--- config.mk ---
export PLATFORM = sky130hd
export DESIGN_NAME = alu_16
export DESIGN_NICKNAME = d
export VERILOG_FILES = /design/src/rtl/alu_16.sv
export SDC_FILE = /design/constraint.sdc
export NUM_CORES = 1
export LEC_CHECK = 0
export ABC_AREA = 0
export ABC_CLOCK_PERIOD_IN_PS = 7100
export CORE_ASPECT_RATIO = 0.5
export CORE_MARGIN = 2
export CORE_UTILIZATION = 40
export DETAILED_ROUTE_END_ITERATION = 8
export GPL_TIMING_DRIVEN = 0
export PLACE_DENSITY = 0.64
export SYNTH_ARGS = -nofsm -noshare
export SYNTH_HDL_FRONTEND = slang
export SYNTH_SLANG_ARGS = --single-unit
--- constraint.sdc ---
create_clock -name clk -period 7.1 [get_ports clk]
set_input_delay 1.42 -clock clk [delete_from_list [all_inputs] [get_ports clk]]
set_output_delay 1.42 -clock clk [all_outputs]
set_load 0.1 [all_outputs]
--- src/rtl/alu_16.sv ---
// ---------------------------------------------------------------------------
// alu_16 : 16-bit two's-complement ALU for the execute stage.
//
// The datapath (alu_out, z, v, n) is purely combinational with zero latency.
// A small clocked status register captures {z, v, n} when flag_we is high,
// so later conditional branches can test the flags.
//
// Optional feature (macro ALU16_SAT_EN):
//   defined   - ADD/SUB saturate on signed overflow (0x7FFF / 0x8000);
//               v still reports the overflow, z/n follow the saturated value.
//   undefined - ADD/SUB wrap modulo 2^16 (default).
//
// Ports:
//   alu_op  [2:0]  operation select (`ALU_* codes below)
//   alu_a   [15:0] operand A
//   alu_b   [15:0] operand B (b[3:0] is the shift amount for SHL/SHR)
//   alu_out [15:0] result (combinational)
//   z, v, n        zero / signed overflow / negative flags (combinational)
//   clk            clock, status register updates on the rising edge
//   rst            synchronous active-high reset of the status register
//   flag_we        load {z, v, n} into the status register at the next edge
//   sr_z/sr_v/sr_n registered flags
// ---------------------------------------------------------------------------
`ifndef ALU_ADD
`define ALU_ADD 3'd0
`define ALU_SUB 3'd1
`define ALU_AND 3'd2
`define ALU_OR  3'd3
`define ALU_XOR 3'd4
`define ALU_NOT 3'd5
`define ALU_SHL 3'd6
`define ALU_SHR 3'd7
`endif

module alu_16 #(
  parameter int WIDTH = 16
) (
  input  logic [2:0]       alu_op,
  input  logic [WIDTH-1:0] alu_a,
  input  logic [WIDTH-1:0] alu_b,
  output logic [WIDTH-1:0] alu_out,
  output logic             z,
  output logic             v,
  output logic             n,
  input  logic             clk,
  input  logic             rst,
  input  logic             flag_we,
  output logic             sr_z,
  output logic             sr_v,
  output logic             sr_n
);

  localparam int MSB = WIDTH - 1;

  logic [WIDTH-1:0] raw;   // wrap-around result before optional saturation
  logic             ovf;   // signed overflow of ADD/SUB
  logic [3:0]       shamt;

  assign shamt = alu_b[3:0];

  always_comb begin
    raw = '0;
    ovf = 1'b0;
    case (alu_op)
      `ALU_ADD: begin
        raw = alu_a + alu_b;
        // Same-sign operands producing a result of the other sign.
        ovf = (alu_a[MSB] == alu_b[MSB]) && (raw[MSB] != alu_a[MSB]);
      end
      `ALU_SUB: begin
        raw = alu_a - alu_b;
        // Opposite-sign operands and the result's sign departs from A.
        ovf = (alu_a[MSB] != alu_b[MSB]) && (raw[MSB] != alu_a[MSB]);
      end
      `ALU_AND: raw = alu_a & alu_b;
      `ALU_OR:  raw = alu_a | alu_b;
      `ALU_XOR: raw = alu_a ^ alu_b;
      `ALU_NOT: raw = ~alu_a;
      `ALU_SHL: raw = alu_a << shamt;
      `ALU_SHR: raw = alu_a >> shamt;
      default:  raw = '0;
    endcase
  end

`ifdef ALU16_SAT_EN
  // On overflow the true result lies beyond the range on A's side:
  // positive A overflows upward, negative A overflows downward.
  always_comb begin
    alu_out = raw;
    if (ovf) begin
      alu_out = alu_a[MSB] ? {1'b1, {(WIDTH-1){1'b0}}}
                           : {1'b0, {(WIDTH-1){1'b1}}};
    end
  end
`else
  assign alu_out = raw;
`endif

  assign z = (alu_out == '0);
  assign v = ovf;
  assign n = alu_out[MSB];

  // Status register: reset wins over a flag load.
  always_ff @(posedge clk) begin
    if (rst) begin
      sr_z <= 1'b0;
      sr_v <= 1'b0;
      sr_n <= 1'b0;
    end else if (flag_we) begin
      sr_z <= z;
      sr_v <= v;
      sr_n <= n;
    end
  end

endmodule

==> flow_summary_export.csv <==
group,metric,value,unit
critical_path,crit_fanout,13,
synth,yosysSeqAreaShare,0.0136,
layout,final_core_util,0.493,
run_status,status,"completed",
synth,yosys_most_used_dff,"dfxtp_1",
flow_run,drv_cap,0,
timing,fmax,144,MHz
pwr,p_per_area,125,mW/mm²
placed_design,hpwlAfterDp,15600,µm
layout,fillCellCount,1139,
critical_path,crit_buf_inv,6,
placed_design,place_area,0.00521,mm²
synth,synth_cells,608,
synth,synth.distinct_cells,79,
timing,period_share,0.981,
timing,holdWs,489,ps
detailed_routing,drtPass1Iterations,5,
timing,report.final.slew_viol_count,0,
clock_tree,clk_latency,230,ps
critical_path,cp_slowest_stage_delay,580,ps
layout,area_delta_synth_final,21.4,%
synth,ys_ff_latch,3,
timing,fin_skew,0,ps
timing,tightestPinTransition,974,ps
critical_path,path_delay_family,"buffers and inverters",
synth,yosys.area.top_type,"ha_1",
critical_path,startpoint_type,"primary input",
synth,netlist.area_leader.share,0.136,
synth,yosys_warnings,0,
critical_path,crit_path_cell_trace,"clkdlybuf4s50_1 -> inv_2 -> buf_2 -> ha_1 -> o21ba_2 -> nor4_2 -> nor2_1 -> o31ai_1 -> o41a_1 -> o21bai_1 -> a2bb2oi_1 -> inv_1 -> buf_4 -> clkdlybuf4s15_2",
global_routing,grt_pass1_wl,29200,µm
die,core_area,0.0109,mm²
clock_tree,path_clk_slew,30,ps
synth,syn-num-nets,696,
detailed_routing,drt-initial-drc-count,722,
timing,relSlewSlack,0.349,
global_routing,track_usage,0.314,
clock_tree,h-tree-depth,1,
pwr,ir_drop,0.247,mV
global_routing,first_global_vias,4920,
timing,report.final.hold_viol_count,0,
die,chipWidth,153,µm
layout,layout.nets,760,
clock_tree,clock_path_buffers,2,
layout,fin_area,0.00536,mm²
die,start_util,0.406,
global_routing,grt_max_degree,14,
worst_hold_path,worst_hold_path_type,"register to register",
layout,num_antenna_cells,0,
die,dieHeight,78.3,µm
synth,syn_area,0.00442,mm²
synth,synth_area_leaders,"ha_1, mux4_2, mux2i_1",
global_routing,antenna_found_initial,0,
clock_tree,clockRootBuffer,"clkbuf_16",
critical_path,end_kind,"output pin",
placed_design,port_buffers,58,
detailed_routing,ant_nets,0,
clock_tree,cts_tree,"built",
die,num_io_pins,60,
detailed_routing,wl_per_cell,23.9,µm
timing,rsz0062_at_grt,"false",
timing,setup-tns-final,0,ps
clock_tree,clock-sinks,3,
placed_design,gp_congestion,1.02,
layout,drive_gt1_frac,0.154,
synth,synthArstFlopShare,0,
global_routing,overflow,0,
detailed_routing,totalWireLength,19500,µm
synth,avgSynthCellArea,7.27,µm²
synth,synth-edff-count,0,
detailed_routing,vias_per_cell,6.65,
timing,min_period,6960,ps
detailed_routing,num_vias,5426,
critical_path,cp_data_required_time,5680,ps
die,std_cell_rows,27,
pwr,p_leak,0.00224,µW
die,die-area,0.0120,mm²
timing,setup_violations,0,
critical_path,crit_path_top_delay_cell,"o31ai_1",
critical_path,critPathKind,"primary input to output pin",
clock_tree,numCtsBuffers,3,
detailed_routing,drcViolationCount,0,
critical_path,cp.arrival,5540,ps
[worst register-to-register path, delay by kind of cell (launching register included)]
kind / cells / cell delay (ps)
AND/OR/NAND/NOR: 1 / 260
AO/OA/AOI/OAI: 1 / 120
flip-flops: 1 / 300
[per-stage QoR]
stage | power [µW] | worst slack [ps] | cells
2_1_floorplan | 402 | -34.7 | 608
3_3_place_gp | 555 | -1370 | 811
3_5_place_dp | 556 | -1280 | 811
4_1_cts | 652 | 27.6 | 815
5_1_grt | 700 | 5.29 | 816
6_report | 669 | 137 | 816
[layout make-up]
class	count	area, µm²	share of cell area
buffer	53	244	0.0455
clock buffer	4	78.8	0.0147
inverter	55	206	0.0385
multi-input combinational	497	4000	0.747
sequential	3	60.1	0.0112
tap	145	181	0.0338
timing repair buffer	59	588	0.110
[per-layer routing]
| layer | vias to the layer above | routed length [µm] | GRT usage |
|---|---|---|---|
| met3 | 18 | 2600 | 0.0607 |
| met1 | 2632 | 8630 | 0.469 |
| met4 | 0 | 185 | 0.0463 |
| met5 | - | 0 | 0 |
| li1 | 2424 | - | - |
| met2 | 352 | 8100 | 0.473 |
[registers in the layout (all words and copies together) (netlist names)]
name,count
sr_z,1
sr_n,1
sr_v,1
[cells by family after synthesis]
family / synth area share
fa+ha+maj: 0.145
flops: 0.0136
xor+xnor: 0.0198
simple gates: 0.228
mux: 0.180
buf+inv: 0.100
compound gates: 0.313
[worst paths after layout]
| path | from | endpoint | slack [ps] | depth (start not counted) |
|---|---|---|---|---|
| worst max register to register | sr_v$_SDFFE_PP0P_ | sr_v$_SDFFE_PP0P_ | 6310 | 2 |
| worst max-delay path | alu_b[1] | alu_out[15] | 140 | 14 |
| worst min-delay path | sr_n$_SDFFE_PP0P_ | sr_n$_SDFFE_PP0P_ | 490 | 2 |
| worst min register to register | sr_n$_SDFFE_PP0P_ | sr_n$_SDFFE_PP0P_ | 490 | 2 |
[power by group]
group          internal (µW)  leakage [µW]  switching [µW]
Sequential              17.8     0.0000246           0.414
Clock                   74.3     0.0000382            17.9
Combinational            180       0.00218             378
Total                    272       0.00224             397
[repair_timing]
item	CTS	global route
hold buffers	0	0
endpoints found under the hold margin	0	0
setup buffers	0	1
pin swaps	0	1
endpoints found under the setup margin	13	9
resized for setup	32	21
[synthesized netlist by cell type (all sizes together) (10+ instances only)]
library cell / instances
nor2: 49
inv: 55
nor4: 12
nand2: 35
mux2: 13
buf: 26
o22ai: 11
clkbuf: 27
o211ai: 11
mux4: 18
nor3: 13
mux2i: 24
nand3: 11
a21oi: 33
nor2b: 11
ha: 48
a31oi: 10
nand2b: 18
a211oi: 13
o21ai: 30
[cells in the final DEF, fill, tap and decap left out, types with 4 or more instances in the layout]
cell	Yosys	routed
inv_1	52	52
nor2_1	49	48
ha_1	48	48
clkdlybuf4s50_1	0	45
nand2_1	35	35
a21oi_1	33	33
o21ai_0	29	29
clkbuf_1	27	25
mux2i_1	24	23
buf_2	21	22
nand2b_1	18	18
mux4_2	17	17
mux2_2	13	13
nor3_1	13	12
nor2b_1	11	11
o211ai_1	11	11
o22ai_1	11	11
nand3_1	10	10
nor4_1	11	10
a31oi_1	10	10
a211oi_1	13	10
o221ai_1	8	8
xnor2_1	8	8
or2_2	7	7
a221o_1	6	6
a211o_1	6	6
a21o_1	5	5
o21bai_1	5	5
o31ai_1	6	5
nand3b_1	5	5
a221oi_1	5	5
clkbuf_2	0	4
or4_1	4	4
a22oi_1	4	4
o31a_1	4	4
o211a_1	4	4
clkdlybuf4s15_2	0	4
Power figures use the tool's default switching activity.
